## src/rtl/iurt_pkg.sv

```systemverilog
// Shared IURT definitions: escape protocol symbols and byte/beat types used by
// the controller, the hub bridge and the hub side.
package iurt_pkg;
  typedef logic [7:0] iurt_byte_t;

  localparam iurt_byte_t ESCAPE_SYMBOL = 8'h55;
  localparam iurt_byte_t RESET_SYMBOL  = 8'hEE;

  typedef struct packed {
    logic       vld;
    iurt_byte_t data;
  } iurt_beat_t;

  typedef enum logic {ST_IDLE, ST_ESC} esc_state_e;
endpackage

```

## src/rtl/iurt_fifo.sv

```systemverilog
// Byte FIFO, first-word-fall-through, 2^ADDR_WIDTH entries. Head reads as 0 when
// empty so the output is defined straight out of reset.
module iurt_fifo
  import iurt_pkg::*;
#(
  parameter int ADDR_WIDTH = 4
) (
  input  logic                  clk,
  input  logic                  rst,
  input  logic                  push,
  input  logic                  pop,
  input  logic                  flush,
  input  logic [7:0]            din,
  output logic [7:0]            dout,
  output logic                  empty,
  output logic                  full,
  output logic [ADDR_WIDTH:0]   level
);
  localparam int DEPTH = 1 << ADDR_WIDTH;

  iurt_byte_t            mem [DEPTH];
  logic [ADDR_WIDTH-1:0] wptr, rptr;
  logic                  push_ok, pop_ok;

  // level never exceeds DEPTH, so its MSB alone marks full
  assign empty   = (level == '0);
  assign full    = level[ADDR_WIDTH];
  assign pop_ok  = pop && !empty && !flush;
  assign push_ok = push && !flush && (!full || pop_ok);
  assign dout    = empty ? '0 : mem[rptr];

  always_ff @(posedge clk) begin
    if (push_ok) mem[wptr] <= din;
  end

  always_ff @(posedge clk or negedge rst) begin
    if (!rst) begin
      wptr  <= '0;
      rptr  <= '0;
      level <= '0;
    end else if (flush) begin
      wptr  <= '0;
      rptr  <= '0;
      level <= '0;
    end else begin
      if (push_ok) wptr <= wptr + 1'b1;
      if (pop_ok)  rptr <= rptr + 1'b1;
      if (push_ok && !pop_ok)      level <= level + 1'b1;
      else if (pop_ok && !push_ok) level <= level - 1'b1;
    end
  end
endmodule

```

## src/rtl/iurt_hub_bridge.sv

```systemverilog
// IPDBG hub <-> IurtController bridge: escape decoder + down FIFO, one-entry up slice.
// Define IURT_BRIDGE_OVF_COUNT_EN to add the saturating 16-bit ovf_count output.
module iurt_hub_bridge
  import iurt_pkg::*;
#(
  parameter int ADDR_WIDTH = 4
) (
  input  logic                clk,
  input  logic                rst,
  input  logic                ce,
  input  logic                hub_dn_valid,
  input  logic [7:0]          hub_dn_data,
  input  logic                hub_up_ready,
  output logic                hub_up_valid,
  output logic [7:0]          hub_up_data,
  input  logic                data_dwn_ready,
  output logic                data_dwn_valid,
  output logic [7:0]          data_dwn,
  input  logic                data_up_valid,
  input  logic [7:0]          data_up,
  output logic                data_up_ready,
  output logic                reset_o,
  output logic                overflow_o,
  output logic [ADDR_WIDTH:0] fill_level
`ifdef IURT_BRIDGE_OVF_COUNT_EN
  ,
  output logic [15:0]         ovf_count
`endif
);
  esc_state_e state_q, state_d;
  logic       push_req, rst_cmd;
  logic       f_push, f_pop, f_flush, f_empty, f_full, drop;
  iurt_beat_t up_q;

  always_ff @(posedge clk or negedge rst) begin
    if (!rst)    state_q <= ST_IDLE;
    else if (ce) state_q <= state_d;
  end

  always_comb begin
    state_d  = state_q;
    push_req = 1'b0;
    rst_cmd  = 1'b0;
    if (hub_dn_valid) begin
      case (state_q)
        ST_IDLE: begin
          if (hub_dn_data == ESCAPE_SYMBOL) state_d = ST_ESC;
          else                              push_req = 1'b1;
        end
        ST_ESC: begin
          state_d = ST_IDLE;
          // an escaped non-reset byte goes through as plain data
          if (hub_dn_data == RESET_SYMBOL) rst_cmd  = 1'b1;
          else                             push_req = 1'b1;
        end
        default: state_d = ST_IDLE;
      endcase
    end
  end

  assign f_push  = ce && push_req;
  assign f_pop   = ce && data_dwn_valid && data_dwn_ready;
  assign f_flush = ce && rst_cmd;
  assign drop    = f_push && f_full && !f_pop;

  iurt_fifo #(.ADDR_WIDTH(ADDR_WIDTH)) u_fifo (
    .clk   (clk),
    .rst   (rst),
    .push  (f_push),
    .pop   (f_pop),
    .flush (f_flush),
    .din   (hub_dn_data),
    .dout  (data_dwn),
    .empty (f_empty),
    .full  (f_full),
    .level (fill_level)
  );

  assign data_dwn_valid = !f_empty;

  always_ff @(posedge clk or negedge rst) begin
    if (!rst) begin
      reset_o    <= 1'b0;
      overflow_o <= 1'b0;
    end else if (ce) begin
      reset_o <= rst_cmd;
      if (drop) overflow_o <= 1'b1;
    end
  end

`ifdef IURT_BRIDGE_OVF_COUNT_EN
  always_ff @(posedge clk or negedge rst) begin
    if (!rst)                          ovf_count <= '0;
    else if (drop && ovf_count != '1)  ovf_count <= ovf_count + 1'b1;
  end
`endif

  // up slice: refill in the same cycle the hub drains it
  assign data_up_ready = !up_q.vld || hub_up_ready;
  assign hub_up_valid  = up_q.vld;
  assign hub_up_data   = up_q.data;

  always_ff @(posedge clk or negedge rst) begin
    if (!rst) begin
      up_q <= '0;
    end else if (ce) begin
      if (data_up_valid && data_up_ready) up_q <= '{vld: 1'b1, data: data_up};
      else if (hub_up_ready)              up_q.vld <= 1'b0;
    end
  end
endmodule

```

## config.mk

```make
export PLATFORM = sky130hd
export DESIGN_NAME = iurt_hub_bridge
export DESIGN_NICKNAME = d
export VERILOG_FILES = /design/src/rtl/iurt_pkg.sv /design/src/rtl/iurt_fifo.sv /design/src/rtl/iurt_hub_bridge.sv
export SDC_FILE = /design/constraint.sdc
export NUM_CORES = 1
export LEC_CHECK = 0
export CORE_MARGIN = 4
export CORE_UTILIZATION = 47
export CTS_CLUSTER_DIAMETER = 40
export CTS_CLUSTER_SIZE = 8
export DETAILED_ROUTE_END_ITERATION = 8
export PLACE_DENSITY_LB_ADDON = 0.25
export SLEW_MARGIN = 20
export SYNTH_ARGS = -nofsm -noshare
export SYNTH_HDL_FRONTEND = slang
export SYNTH_HIERARCHICAL = 1
export SYNTH_SLANG_ARGS = --single-unit
```

## constraint.sdc

```tcl
create_clock -name clk -period 7.37 [get_ports clk]
set_input_delay 1.1055 -clock clk [delete_from_list [all_inputs] [get_ports clk]]
set_output_delay 1.1055 -clock clk [all_outputs]
set_load 0.01 [all_outputs]
```

* Yosys cells after proc, flatten, opt, wreduce, memory -nomap -nowiden
Memories as Yosys holds them, arrays and structs flattened.
Index checks and enable logic that the tools add are counted.
** Word-level totals
- Register bits after elaboration :: 25
- Bits in writable memories :: 128
- Input bits :: 23
- Output and inout port bits :: 26
- Word-level logic and storage cells :: 68
- Memories kept :: 1
** Cells by class
- $add $sub $neg :: 4
- Equality and inequality tests :: 2
- Mux-type cells :: 21
- Bitwise operators :: 1
- Reductions and logical operators :: 31
** Memory list
- u_fifo.mem :: depth 16, width 8, rd ports 1, clocked after Yosys merged registers in 0, wr ports 1, RTL line iurt_fifo.sv:21 : iurt_byte_t mem [DEPTH];
** Operator list (number)
- $mux 4 :: 4
- $mux 5 :: 3
- $logic_and 1x1->1 :: 13
- $mux 1 :: 11
- $add 4x1->4 const B :: 2
- $eq 8x7->1 const B :: 1
- $eq 8x8->1 const B :: 1
- $mux 8 :: 1
- $reduce_and 2->1 :: 4
- $logic_not 1->1 :: 7
- $reduce_bool 2->1 :: 3
- $add 5x1->5 const B :: 1
- $logic_not 5->1 :: 1
- $sub 5x1->5 const B :: 1
- $pmux 1 s2 :: 2
- $reduce_bool 3->1 :: 1
- $logic_or 1x1->1 :: 2
- $not 1->1 :: 1

* Depth between registers and ports, before layout
- Word-level depth :: 14
- Depth in mapped cells :: 12

* Cells and area by module
Netlist, hierarchy kept.
** By module, submodules not included
- iurt_fifo :: times used 1, cells each 320, area each 5920.7 um2, seq. area each 4169.0 um2
- iurt_hub_bridge :: times used 1, cells each 45, area each 569.3 um2, seq. area each 300.3 um2

* Worst setup path after synthesis
No wires, ideal clock.
- Path type :: input to register
- Start :: input port hub_dn_data[7]
- End :: register u_fifo.level[4]
- Library setup time :: 144 ps
- Arrival :: 3258 ps
- Slack :: 3968 ps
- Cell stages on the path :: 11
- Buffers on the path :: 0
- Cells stage by stage :: nand4bb_1 nor4_1 nor3_1 nor2b_1 and2_1 nand2_1 fa_1 a21o_1 a21oi_1 mux2i_1 a41oi_1
** RTL lines
- start: declaration :: RTL line iurt_hub_bridge.sv:12 : input logic [7:0] hub_dn_data,
- $eq 8x8->1 or $eq 8x7->1 (tied branches) :: RTL line iurt_hub_bridge.sv:53, iurt_hub_bridge.sv:47
- $mux 1 (on tied branches) :: RTL line iurt_hub_bridge.sv:53, iurt_hub_bridge.sv:47
- $pmux 1 s2 (*) :: RTL line iurt_hub_bridge.sv:45 : case (state_q)
- $mux 1 (*) :: RTL line iurt_hub_bridge.sv:44 : if (hub_dn_valid) begin
- $logic_and 1x1->1 (*) :: RTL line iurt_hub_bridge.sv:61 : assign f_push = ce && push_req;
- via f_push :: RTL line iurt_hub_bridge.sv:32 : logic f_push, f_pop, f_flush, f_empty, f_full, drop;
- $logic_and 1x1->1 (*) (2 in a row) :: RTL line iurt_fifo.sv:29 : assign push_ok = push && !flush && (!full || pop_ok);
- $logic_and 1x1->1 or $logic_not 1->1 (tied branches) :: RTL line iurt_fifo.sv:48, iurt_fifo.sv:49
- $mux 5 or $logic_and 1x1->1 (tied branches) :: RTL line iurt_fifo.sv:48, iurt_fifo.sv:49
- $mux 5 or $reduce_bool 3->1 (tied branches)
- end signal: assignment :: RTL line iurt_fifo.sv:48 : if (push_ok && !pop_ok) level <= level + 1'b1;
- end signal: assignment :: RTL line iurt_fifo.sv:49 : else if (pop_ok && !push_ok) level <= level - 1'b1;
- end: declaration :: RTL line iurt_fifo.sv:17 : output logic [ADDR_WIDTH:0] level
The timed path passes the listed nets; every way through them passes the cells marked *.
A chain may end at the register's enable or synchronous reset.

* Worst setup path after layout
- Start :: input port hub_dn_data[6]
- End :: register u_fifo.level[4]
** On the way
- Cells in the longest elaborated chain, start to end :: 12
** RTL lines
- $eq 8x8->1 (*) :: RTL line iurt_hub_bridge.sv:53 : if (hub_dn_data == RESET_SYMBOL) rst_cmd = 1'b1;
- $mux 1 (*) :: RTL line iurt_hub_bridge.sv:53
- $mux 1 (*) :: RTL line iurt_hub_bridge.sv:45
- $mux 1 (*) :: RTL line iurt_hub_bridge.sv:44
- $logic_and 1x1->1 (*) :: RTL line iurt_hub_bridge.sv:63 : assign f_flush = ce && rst_cmd;
- via f_flush :: RTL line iurt_hub_bridge.sv:32
- $logic_not 1->1 :: RTL line iurt_fifo.sv:28, iurt_fifo.sv:29
- $logic_and 1x1->1 :: RTL line iurt_fifo.sv:28 : assign pop_ok = pop && !empty && !flush;
- $logic_or 1x1->1 :: RTL line iurt_fifo.sv:29
- $logic_and 1x1->1 :: RTL line iurt_fifo.sv:29
- $logic_and 1x1->1 or $logic_not 1->1 (tied branches) :: RTL line iurt_fifo.sv:48, iurt_fifo.sv:49
- $mux 5 or $logic_and 1x1->1 (tied branches) :: RTL line iurt_fifo.sv:48, iurt_fifo.sv:49
- $mux 5 or $reduce_bool 3->1 (tied branches)
Marked as above.

==> metrics.md <==
| Metric | Value |
|---|---|
| Synth async-reset ratio | 0.163 |
| Worst EP required | between 7000 and 8000 ps |
| Via count | ~3500 |
| Clock buffer depth | 2 |
| GRT Util Overall | 0.181 |
| Hold Crit Class | flip-flop to flip-flop |
| Area Overhead vs Synth | 19.3% |
| Final setup viols | 0 |
| 1st-iter DRT viols | ~320 |
| Total CTS buffers | 17 |
| Net count of the finished layout | around 450 |
| Worst-path clk slew | approximately 60 ps |
| Final Max Tran Viols | 0 |
| Synth cell count leaders | 128 x edfxtp_1, 32 x mux4_2, 25 x dfrtp_1 |
| VDD IR max | 215 uV |
| Final Util | 0.578 |
| FMAX | between 0.2 and 0.25 GHz |
| Detail-routed net length per standard cell | between 20 and 25 um |
| Status | completed |
| CP endpoint kind | flip-flop |
| Residual DRC | 0 |
| Final critical-path share of the clock period | 0.610 |
| Vias in the first global route | about 3700 |
| TritonCTS Sinks | 153 |
| Area of the multi-input gates | 0.00185 mm^2 |
| Initial Util | 0.484 |
| Vias per Instance | 5.71 |
| Detailed placement HPWL | 8270 um |
| Leak | about 2.6 nW |
| Avg Cell Area, Syn | approximately 18 um^2 |
| Final wirelength | approximately 13000 um |
| Critical path fanouts, max | 18 |
| Crit path cell chain | clkdlybuf4s50_1 > nand4_1 > or4_4 > nor2_2 > nor2b_1 > and2_1 > nand2_1 > ha_1 > a21o_1 > a21oi_1 > mux2i_1 > a41oi_1 |
| Minimum clock period | approximately 4500 ps |
| Synth Flop Type | edfxtp_1 |
| Clk_skew | between 4 and 5 ps |
| Number of flops mapped to enable cells by yosys | approximately 130 |
| Clk_lat worst skew | between 400 and 500 ps |
| Max-Cap Viols | 0 |
| Die Width | roughly 130 um |
| WP buf/inv | 1 |
| Cell accounting for the most synthesized area | edfxtp_1 |
| Antenna Nets Post-Route | 0 |
| Post-CTS setup buffers | 0 |
| Diodes inserted | 0 |
| TritonCTS clock tree | built |
| H-tree levels | 4 |
| Final Hold Viols | 0 |
| Fillers | 1012 |
| Row cnt | 42 |
| Post-CTS Resized | 0 |
| Mapped Cells | 365 |
| Largest stage delay, worst path | just over 800 ps |
| Library cells used by synthesis | 51 |
| IO buf count | 48 |
| Worst Max-Slew Pin Slew | approximately 1200 ps |
| Count leader, synth | edfxtp_1 |
| Remaining global-route overflow | 0 |
| Total die area | about 0.016 mm^2 |
| Register area share after synthesis | 0.689 |
| Relative slew slack | 0.218 |
| Layout cells sized above 1 | 0.210 |
| DR pass1 iterations | 4 |
| Synth top area cells | edfxtp_1 59%, mux4_2 11%, dfrtp_1 9.6% |
| Yosys reg bits | roughly 150 |
| Share of the synthesized area in the top cell type | 0.592 |
| Mapped cell area | between 0.006 and 0.007 mm^2 |
| Delay-heaviest family, CP | simple AND/OR/NAND/NOR gates |
| Critical path arrival | between 4000 and 5000 ps |
| Critical path startpoint category | input port |
| Power per standard cell area | 353 mW/mm^2 |
| Post-Syn Nets | between 300 and 400 |
| Crit Path Class | input port to flip-flop |
| Ys Warns | 6 |
| First-pass GRT wire length | 21100 um |
| Core area | about 0.013 mm^2 |
| Root Driver | clkbuf_16 |
| Antenna violations before repair | 0 |
| Max stage delay cell, worst path | clkdlybuf4s50_1 |
| CTS Hold Bufs | 0 |
| Die Span Y | approximately 130 um |
| Hold slack final | between 500 and 600 ps |
| Setup TNS | 0 ps |
| GPL Wtd Cong | slightly below 0.8 |
| RSZ-0062 raised after global routing | no |
| Largest net degree at the start of global routing | 36 |
| Register area | 0.00447 mm^2 |
| # IOs | between 40 and 50 |
cells in the final DEF, fill, tap and decap left out, drive strengths merged, types with 3 or more instances in the layout:
cell type and count:
a211oi 18, a21oi 4, and2 10, buf 9
bufinv 3, clkbuf 18, clkdlybuf4s50 48, clkinv 8
clkinvlp 3, dfrtp 25, edfxtp 128, ha 9
inv 12, mux2 9, mux2i 11, mux4 32
nand2 10, nand2b 3, nand3 5, nand4 4
nor2 14, nor2b 9, nor4 6, o211ai 3
o21ai 4, xor2 5
tightest hold or removal path: cells and delay by family, from the launching register on:
| kind | cells | cell delay (ps) |
|---|---|---|
| buffers and inverters | 1 | 50 |
| AO/OA/AOI/OAI | 1 | 50 |
| flip-flops | 1 | 370 |
cells by family after synthesis:
group | Yosys count | share of synthesized area
DFF | 153 | 0.689
and+or+nand+nor | 72 | 0.0644
muxes | 52 | 0.144
AOI/OAI and AO/OA | 41 | 0.0501
buffers and inverters | 32 | 0.0260
adders and majority gates | 10 | 0.0204
xor gates and xnor gates | 5 | 0.00675
registers in the layout, summed over array words and instances, names as in the netlist:
signal,count
u_fifo/mem,128
u_fifo/rptr,4
state_q,1
hub_up_data,8
hub_up_valid,1
u_fifo/wptr,4
overflow_o,1
reset_o,1
u_fifo/level,5
path summary, 6_finish.rpt:
kind / start / end / slack, ps / depth (start not counted)
max in group asynchronous: rst / u_fifo/rptr[1] / 6030 / 2
hold reg to reg: overflow_o / overflow_o / 500 / 2
setup / recovery: hub_dn_data[6] / u_fifo/level[4] / 2880 / 12
hold / removal: overflow_o / overflow_o / 500 / 2
min in group asynchronous: rst / u_fifo/level[2] / 1060 / 2
setup reg to reg: u_fifo/level[1] / u_fifo/level[4] / 3490 / 11
report_power, final:
part	internal, mW	switching [mW]	total (mW)	leakage [nW]
registers	0.994	0.104	1.10	1.45
clock network	0.527	0.323	0.850	0.278
logic	0.430	0.354	0.784	0.892
total	1.95	0.781	2.73	2.62
stage by stage:
stage	cell area, um^2	setup slack (ps)	total power [mW]	std cells
2_1_floorplan	6490	3970	1.63	365
3_3_place_gp	7130	2620	1.88	577
3_5_place_dp	7130	2420	1.89	577
4_1_cts	7710	2840	2.75	609
5_1_grt	7740	2540	2.88	610
6_report	7740	2880	2.73	610
layer usage:
| layer | vias up | part of all wire | global-route usage |
|---|---|---|---|
| met5 | - | 0 | 0 |
| met4 | 0 | 0.024 | 0.0708 |
| met3 | 24 | 0.068 | 0.0473 |
| met2 | 106 | 0.51 | 0.302 |
| met1 | 1787 | 0.40 | 0.226 |
| li1 | 1564 | - | - |
area by class of cell:
class | count | share of cell area
clock buffer | 18 | 0.0554
clock inverter | 14 | 0.0202
inverter | 12 | 0.00582
timing repair buffer | 57 | 0.0734
tap | 176 | 0.0284
multi-input combinational | 180 | 0.239
sequential | 153 | 0.578
No activity file was read; power rests on OpenSTA's default activity.
